## src/rtl/cpu_pkg.sv

```systemverilog
// Shared CPU definitions used by the data-memory stage: state encoding, the bubble
// instruction word and register index width.
package cpu_pkg;

   localparam int REG_IDX_W = 5;
   localparam logic [31:0] NOP_INSTR = 32'b0;

   typedef enum logic {
      IDLE,
      BUSY
   } dm_state_t;

   // Data memory is word addressed; any non-zero byte offset is rejected.
   function automatic logic wordAligned(input logic [1:0] lowBits);
      return lowBits == 2'b00;
   endfunction

endpackage

```

## src/rtl/dm_timeout_ctr.sv

```systemverilog
// Counts cycles spent waiting for a memory acknowledge and flags the last allowed cycle.
module dm_timeout_ctr #(
   parameter int TIMEOUT = 16
) (
   input  logic clk,
   input  logic rst_n,
   input  logic clear,
   input  logic enable,
   output logic expire
);

   localparam int CNT_W = (TIMEOUT > 1) ? $clog2(TIMEOUT) : 1;
   localparam logic [CNT_W-1:0] LAST = CNT_W'(TIMEOUT - 1);

   logic [CNT_W-1:0] count;

   // Saturates on the expiry value; the owner clears it when the wait ends.
   always_ff @(posedge clk or negedge rst_n) begin
      if (!rst_n) begin
         count <= '0;
      end else if (clear) begin
         count <= '0;
      end else if (enable && !expire) begin
         count <= count + 1'b1;
      end
   end

   assign expire = (count == LAST);

endmodule

```

## src/rtl/dm_mem_access.sv

```systemverilog
// Memory-access pipeline stage: issues loads/stores over a req/ack handshake, stalls
// upstream while waiting, and registers the writeback values for the WB stage.
module dm_mem_access
   import cpu_pkg::*;
#(
   parameter int DATA_W  = 32,
   parameter int TIMEOUT = 16
) (
   input  logic                 clk,
   input  logic                 rst_n,
   input  logic                 DMMemRead,
   input  logic                 DMMemWrite,
   input  logic                 DMMemToReg,
   input  logic                 DMRegWrite,
   input  logic [DATA_W-1:0]    instructionDM,
   input  logic [DATA_W-1:0]    ALUresDM,
   input  logic [DATA_W-1:0]    DMRead2,
   input  logic [REG_IDX_W-1:0] DMwriteReg,
   output logic                 mem_req,
   output logic                 mem_we,
   output logic [DATA_W-1:0]    mem_addr,
   output logic [DATA_W-1:0]    mem_wdata,
   input  logic [DATA_W-1:0]    mem_rdata,
   input  logic                 mem_ack,
   output logic                 stall,
   output logic                 WBRegWrite,
   output logic [REG_IDX_W-1:0] WBwriteReg,
   output logic [DATA_W-1:0]    WBdata,
   output logic [DATA_W-1:0]    instructionWB,
   output logic                 bus_err
);

   localparam logic [DATA_W-1:0] BUBBLE = DATA_W'(NOP_INSTR);

   dm_state_t state, nextState;

   logic access, legal;
   logic startAccess, illegalAccess, ackDone, timedOut;
   logic ctrClear, ctrEnable, ctrExpire;

   logic                 holdMemToReg;
   logic                 holdRegWrite;
   logic [REG_IDX_W-1:0] holdWriteReg;
   logic [DATA_W-1:0]    holdInstr;

   assign access = DMMemRead | DMMemWrite;
   assign legal  = (DMMemRead ^ DMMemWrite) & wordAligned(ALUresDM[1:0]);

   dm_timeout_ctr #(
      .TIMEOUT(TIMEOUT)
   ) uTimeout (
      .clk   (clk),
      .rst_n (rst_n),
      .clear (ctrClear),
      .enable(ctrEnable),
      .expire(ctrExpire)
   );

   always_ff @(posedge clk or negedge rst_n) begin
      if (!rst_n) begin
         state <= IDLE;
      end else begin
         state <= nextState;
      end
   end

   // An acknowledge arriving on the expiry cycle completes the access normally.
   always_comb begin
      nextState     = state;
      startAccess   = 1'b0;
      illegalAccess = 1'b0;
      ackDone       = 1'b0;
      timedOut      = 1'b0;
      case (state)
         IDLE: begin
            if (access) begin
               if (legal) begin
                  startAccess = 1'b1;
                  nextState   = BUSY;
               end else begin
                  illegalAccess = 1'b1;
               end
            end
         end
         BUSY: begin
            if (mem_ack) begin
               ackDone   = 1'b1;
               nextState = IDLE;
            end else if (ctrExpire) begin
               timedOut  = 1'b1;
               nextState = IDLE;
            end
         end
         default: nextState = IDLE;
      endcase
   end

   assign ctrClear  = startAccess | ackDone | timedOut;
   assign ctrEnable = (state == BUSY) & ~mem_ack;

   // Stall is released on the completing cycle so upstream advances on the same edge.
   assign stall = rst_n & (startAccess | ((state == BUSY) & ~mem_ack & ~ctrExpire));

   // Bus-side registers double as the holding copy of address, store data and direction.
   always_ff @(posedge clk or negedge rst_n) begin
      if (!rst_n) begin
         mem_req      <= 1'b0;
         mem_we       <= 1'b0;
         mem_addr     <= '0;
         mem_wdata    <= '0;
         holdMemToReg <= 1'b0;
         holdRegWrite <= 1'b0;
         holdWriteReg <= '0;
         holdInstr    <= '0;
         bus_err      <= 1'b0;
      end else begin
         bus_err <= illegalAccess | timedOut;
         if (startAccess) begin
            mem_req      <= 1'b1;
            mem_we       <= DMMemWrite;
            mem_addr     <= ALUresDM;
            mem_wdata    <= DMRead2;
            holdMemToReg <= DMMemToReg;
            holdRegWrite <= DMRegWrite;
            holdWriteReg <= DMwriteReg;
            holdInstr    <= instructionDM;
         end else if (ackDone || timedOut) begin
            mem_req <= 1'b0;
         end
      end
   end

   // Writeback registers: pass-through when idle, bubbles while waiting, result on completion.
   always_ff @(posedge clk or negedge rst_n) begin
      if (!rst_n) begin
         WBRegWrite    <= 1'b0;
         WBwriteReg    <= '0;
         WBdata        <= '0;
         instructionWB <= '0;
      end else if (startAccess) begin
         WBRegWrite    <= 1'b0;
         instructionWB <= BUBBLE;
      end else if (ackDone) begin
         WBRegWrite    <= holdRegWrite;
         WBwriteReg    <= holdWriteReg;
         WBdata        <= holdMemToReg ? mem_rdata : mem_addr;
         instructionWB <= holdInstr;
      end else if (timedOut) begin
         WBRegWrite    <= 1'b0;
         WBwriteReg    <= holdWriteReg;
         WBdata        <= mem_addr;
         instructionWB <= holdInstr;
      end else if (state == BUSY) begin
         WBRegWrite    <= 1'b0;
         instructionWB <= BUBBLE;
      end else begin
         WBRegWrite    <= DMRegWrite & ~illegalAccess;
         WBwriteReg    <= DMwriteReg;
         WBdata        <= ALUresDM;
         instructionWB <= instructionDM;
      end
   end

endmodule

```

## config.mk

```make
export PLATFORM = sky130hd
export DESIGN_NAME = dm_mem_access
export DESIGN_NICKNAME = d
export VERILOG_FILES = /design/src/rtl/cpu_pkg.sv /design/src/rtl/dm_timeout_ctr.sv /design/src/rtl/dm_mem_access.sv
export SDC_FILE = /design/constraint.sdc
export NUM_CORES = 1
export LEC_CHECK = 0
export ABC_AREA = 1
export CAP_MARGIN = 20
export CORE_ASPECT_RATIO = 1.2
export CORE_MARGIN = 2
export CORE_UTILIZATION = 46
export CTS_CLUSTER_DIAMETER = 120
export DETAILED_ROUTE_END_ITERATION = 12
export PLACE_DENSITY = 0.81
export SYNTH_ARGS = -nofsm -noshare
export SYNTH_HDL_FRONTEND = slang
export SYNTH_SLANG_ARGS = --single-unit
```

## constraint.sdc

```tcl
create_clock -name clk -period 1.9 [get_ports clk]
set_input_delay 0.19 -clock clk [delete_from_list [all_inputs] [get_ports clk]]
set_output_delay 0.19 -clock clk [all_outputs]
set_load 0.02 [all_outputs]
```

Yosys cells after proc, flatten, opt, wreduce, memory -nomap -nowiden
Cells that the tools add are included.
{"block": "op_classes", "n_eq_ne": 2, "n_reduce_logical": 7, "n_mux": 33, "bitwise": 16, "addsub": 1}
{"op": "2-to-1 mux 32 bit", "count": 8}
{"op": "2-to-1 mux 1 bit", "count": 19}
{"op": "2-to-1 mux 5 bit", "count": 3}
{"op": "2-to-1 mux 4 bit", "count": 2}
{"op": "bitwise AND 1 bit", "count": 5}
{"op": "NOT 1 bit", "count": 5}
{"op": "OR 1 bit", "count": 5}
{"op": "adder 4 x 1 -> 4 bit, second input constant", "count": 1}
{"op": "== test 4 bit, second input constant", "count": 1}
{"op": "nonzero test 2 bit", "count": 2}
{"op": "inequality test 3 x 1 -> 1 bit, second input constant", "count": 1}
{"op": "zero test 2 bit", "count": 1}
{"op": "one-hot mux 1 bit (2 select lines)", "count": 1}
{"op": "AND reduction 2 bit", "count": 1}
{"op": "logical AND 1 bit", "count": 1}
{"op": "zero test 1 bit", "count": 1}
{"op": "logical OR 1 bit", "count": 1}
{"op": "XOR 1 bit", "count": 1}
{"block": "word_totals", "word_cells": 74, "out_inout_bits": 138, "in_bits": 140, "ff_bits": 181}

Longest topological paths before layout
Gate-level depths: netlist of the first run.
{"block": "logic_depth", "ltp_word": 11, "depth_mapped": 10, "mapped_depth_nobuf": 8}

Hierarchy
Synthesis of the first run repeated with hierarchy kept, for this count alone.
{"block": "hier_totals", "cells_unflattened": 1085, "area_unflattened_um2": 8430.6}
{"mod": "dm_mem_access", "seq_area_each_um2": 4429.2, "cells_each": 1056, "area_each_um2": 8205.4, "n_inst": 1}
{"mod": "dm_timeout_ctr", "seq_area_each_um2": 100.1, "cells_each": 29, "area_each_um2": 225.2, "n_inst": 1}

Worst setup path before layout of the first run
Ideal clock, no wire load.
{"block": "synth_timing", "kind": "flip-flop to output port", "start": "reg uTimeout.count[0]", "end": "out stall", "path_slack_ns": 0.246, "arrival_ns": 1.464, "stages_incl_launch_ff": 8, "n_path_buf": 1, "path_cell_list": "dfrtp_1 ha_1 nand3_1 nand2_1 nand2_2 inv_2 buf_2 nor2_1"}
{"block": "synth_via", "elab_chain_cells": 5}
{"item": "start: declaration", "line": "dm_timeout_ctr.sv:15", "rtl": "logic [CNT_W-1:0] count;"}
{"item": "start signal: assignment", "line": "dm_timeout_ctr.sv:24", "rtl": "count <= count + 1'b1;"}
{"item": "== test 4 bit", "line": "dm_timeout_ctr.sv:28", "rtl": "assign expire = (count == LAST);"}
{"item": "NOT 1 bit", "line": "dm_mem_access.sv:102", "rtl": "assign stall = rst_n & (startAccess | ((state == BUSY) & ~mem_ack & ~ctrExpire));"}
{"item": "bitwise AND 1 bit", "line": "dm_mem_access.sv:102"}
{"item": "OR 1 bit", "line": "dm_mem_access.sv:102"}
{"item": "bitwise AND 1 bit", "line": "dm_mem_access.sv:102"}
{"item": "end: declaration", "line": "dm_mem_access.sv:25", "rtl": "output logic stall,"}
No other way between the ends.

Worst setup path in the final report of the first run
{"block": "layout_timing", "start": "in DMMemRead", "end": "out stall"}
{"block": "layout_via", "elab_chain_cells": 7, "elab_cells_between_ends": 8}
{"item": "start: declaration", "line": "dm_mem_access.sv:11", "rtl": "input logic DMMemRead,"}
{"item": "XOR 1 bit", "line": "dm_mem_access.sv:47", "rtl": "assign legal = (DMMemRead ^ DMMemWrite) & wordAligned(ALUresDM[1:0]);"}
{"item": "bitwise AND 1 bit", "line": "dm_mem_access.sv:47"}
{"item": "2-to-1 mux 1 bit", "line": "dm_mem_access.sv:77", "rtl": "if (legal) begin"}
{"item": "2-to-1 mux 1 bit (*)", "line": "dm_mem_access.sv:76", "rtl": "if (access) begin"}
{"item": "2-to-1 mux 1 bit (*)", "line": "dm_mem_access.sv:74", "rtl": "case (state)"}
{"item": "OR 1 bit (*)", "line": "dm_mem_access.sv:102"}
{"item": "bitwise AND 1 bit (*)", "line": "dm_mem_access.sv:102"}
Every way passes the cells marked *; elsewhere a longest branch is shown, timed or not.

==> metrics.txt, run 1 <==
full die area around 19000 µm²; yosys synthesis warning count 0; Initial Util ~47%; R2R depth 7; largest net degree at the start of global routing 78; vias in the first global route roughly 7500; CP Depth 9; RSZ-0062 raised after global routing false; crit start category input pin; worst-path cell chain clkdlybuf4s50_1 -> inv_1 -> ha_1 -> nor2_4 -> nand3_4 -> nand2_2 -> inv_2 -> nor2_1 -> buf_4; Leak 5.84 nW; DP HPWL between 15000 and 20000 µm; post-detailed-route count of antenna-violating nets 0; post-route clock period utilization roughly 95%; Clock transition at path regs 80 ps; initial DRC count between 500 and 600; # Max-Cap Violations 0; Design Area, Final ~12000 µm²; top post-synthesis cells by area dfrtp_1 55%, nand2_1 7.5%, nor2_1 7.4%; # diodes 0; Layout area overhead 47.7%; FILL cells 1378; Setup violations, final 0; Worst-Skew Late Latency roughly 430 ps; Total Neg Setup Slack 0 ps; CTS tree done; # rows 53; Remaining DRCs 0; register area share after synthesis between 50% and 60%; Setup Crit Path Kind input pin to output port; most common cell after layout, fill and taps aside clkdlybuf4s50_1; router iterations before antenna repair 4; WL final about 23000 µm; GP Congestion a little under 0.8; CTS Buffer Depth 2; Mapped Cells slightly above 1000; GR Overflow Total 0; Root Buffer clkbuf_16; via density per instance between 4 and 5; relative slew slack 58.7%; Worst path max stage delay roughly 460 ps; Cell Count, Final, Fillers Out around 1500; largest area contributor in the netlist dfrtp_1; I/O Buffers 277; CORE AREA 17500 µm²; number of synthesized register bits about 180; outcome complete, no violations; max-slew violations 0; vias after detailed routing 7650; commonest non-fill, non-tap cells in the layout 275 x clkdlybuf4s50_1, 179 x dfrtp_1, 164 x nand2_1, 162 x nor2_1, 149 x inv_1; clock sinks between 150 and 200; Slowest-stage cell, CP clkdlybuf4s50_1; CTS Buf Count 17; Finished Core Util ~70%; Mapped Area roughly 8000 µm²; FMAX about 550 MHz; fin crit period around 1800 ps; CP endpoint kind output port; first-pass GRT wire length 36700 µm; gr usage total 24.3%; CP bufs+invs 4; Critical Path AT 1620 ps; post-synth cell types 21; Slew @ Worst Pin ~620 ps; WL/cell 15.2 µm; Hold Path Class input pin to async pin; CP top delay family buffers and inverters; initial antenna violation count 0; top-area cell type share of the netlist area between 50% and 60%; Post-Place Cells roughly 1500; final hold slack around 180 ps; pwr dens 998 nW/µm²; die width 126 µm; Die Ht ~150 µm; Post-DP Area 11500 µm²; H-tree Lvls 4; final hold vios 0; Worst Path Max Fanout 7; share of layout cells above drive strength 1 7.69%; skew final ~10 ps; Avg Cell Area, Syn slightly above 8 µm²; syn_nets 1157; nets ~1400; VDD IR max about 0.64 mV; CP required roughly 1700 ps; IO Pins between 200 and 300
[per-stage QoR]
stage / power, mW / setup slack [ps]
finish: 12.1 / 87.1
detailed placement: 8.66 / -52.2
floorplan: 6.75 / 246
CTS: 12.2 / 10.9
global placement: 8.57 / -19.5
global route: 12.7 / 23.6
[final cells by class]
type	count	area [µm²]	share of cell area [%]
well taps	220	275	2.26
clock inverters	15	159	1.31
repair buffers	330	3330	27.4
inverters	152	571	4.69
clock buffers	17	425	3.50
flip-flops and latches	181	4530	37.2
multi-input cells	619	2870	23.6
[cell usage after synthesis]
cell type,instances
nand3_1,79
nand2_1,165
clkbuf_1,28
nor2_4,1
dfrtp_1,181
o21bai_1,32
buf_1,6
ha_1,2
buf_4,3
buf_2,23
nor2_2,1
nand4_1,2
a21oi_1,64
nor2_1,163
o21ai_0,73
nand2_2,3
xor2_1,1
o22ai_1,33
buf_6,3
inv_1,149
inv_2,3
[worst paths after layout]
| kind | startpoint | endpoint | slack (ps) |
|---|---|---|---|
| setup / recovery | DMMemRead | stall | 90 |
| setup reg to reg | uTimeout.count[0]$_DFFE_PN0P_ | WBdata[11]$_DFFE_PN0P_ | 330 |
| min in group clk | DMRead2[29] | mem_wdata[29]$_DFFE_PN0P_ | 310 |
| hold reg to reg | holdRegWrite$_DFFE_PN0P_ | holdRegWrite$_DFFE_PN0P_ | 480 |
| max in group asynchronous | rst_n | state$_DFF_PN0_ | 790 |
| hold / removal | rst_n | WBdata[15]$_DFFE_PN0P_ | 180 |
[flip-flops by register name, summed over array words and instances, names as in the netlist]
signal / count
WBdata: 32
holdInstr: 32
instructionWB: 32
mem_addr: 32
mem_wdata: 32
WBwriteReg: 5
holdWriteReg: 5
uTimeout.count: 4
WBRegWrite: 1
bus_err: 1
holdMemToReg: 1
holdRegWrite: 1
mem_req: 1
mem_we: 1
state: 1
[where the power goes]
| group | switching, mW | internal (mW) |
|---|---|---|
| clock | 1.64 | 1.87 |
| combinational | 1.90 | 1.72 |
| sequential | 0.448 | 4.57 |
[metal layers]
layer	global-route usage, %	vias to the layer above	part of all wire, %
li1	-	3762	-
met1	29.8	3565	41
met2	41.3	273	50
met3	5.05	50	5.9
met4	11.2	0	3.6
met5	0	-	0
[cells by family (layout without fill, tap and decap cells)]
family	count (synthesis)	after routing	share of synthesized area [%]
simple gates	414	414	20.3
buf+inv	215	514	10.6
compound gates	202	202	13.7
flops	181	181	55.0
fa+ha+maj	2	2	0.304
xor+xnor	1	1	0.106
[what timing repair did]
action	in CTS	in global routing
pin swaps	1	1
buffers inserted	1	4
resized for setup	2	4
endpoints found under the setup margin	1	1
hold buffers	1	0
endpoints found under the hold margin	96	0
cloned	0	0
No activity file was read; power rests on OpenSTA's default activity.
==> run 2: changes to the inputs <==
CTS_CLUSTER_DIAMETER = unset   (was 120)
==> results of run 2 <==
No change in the layout: final DEF, timing and power equal those of run 1.
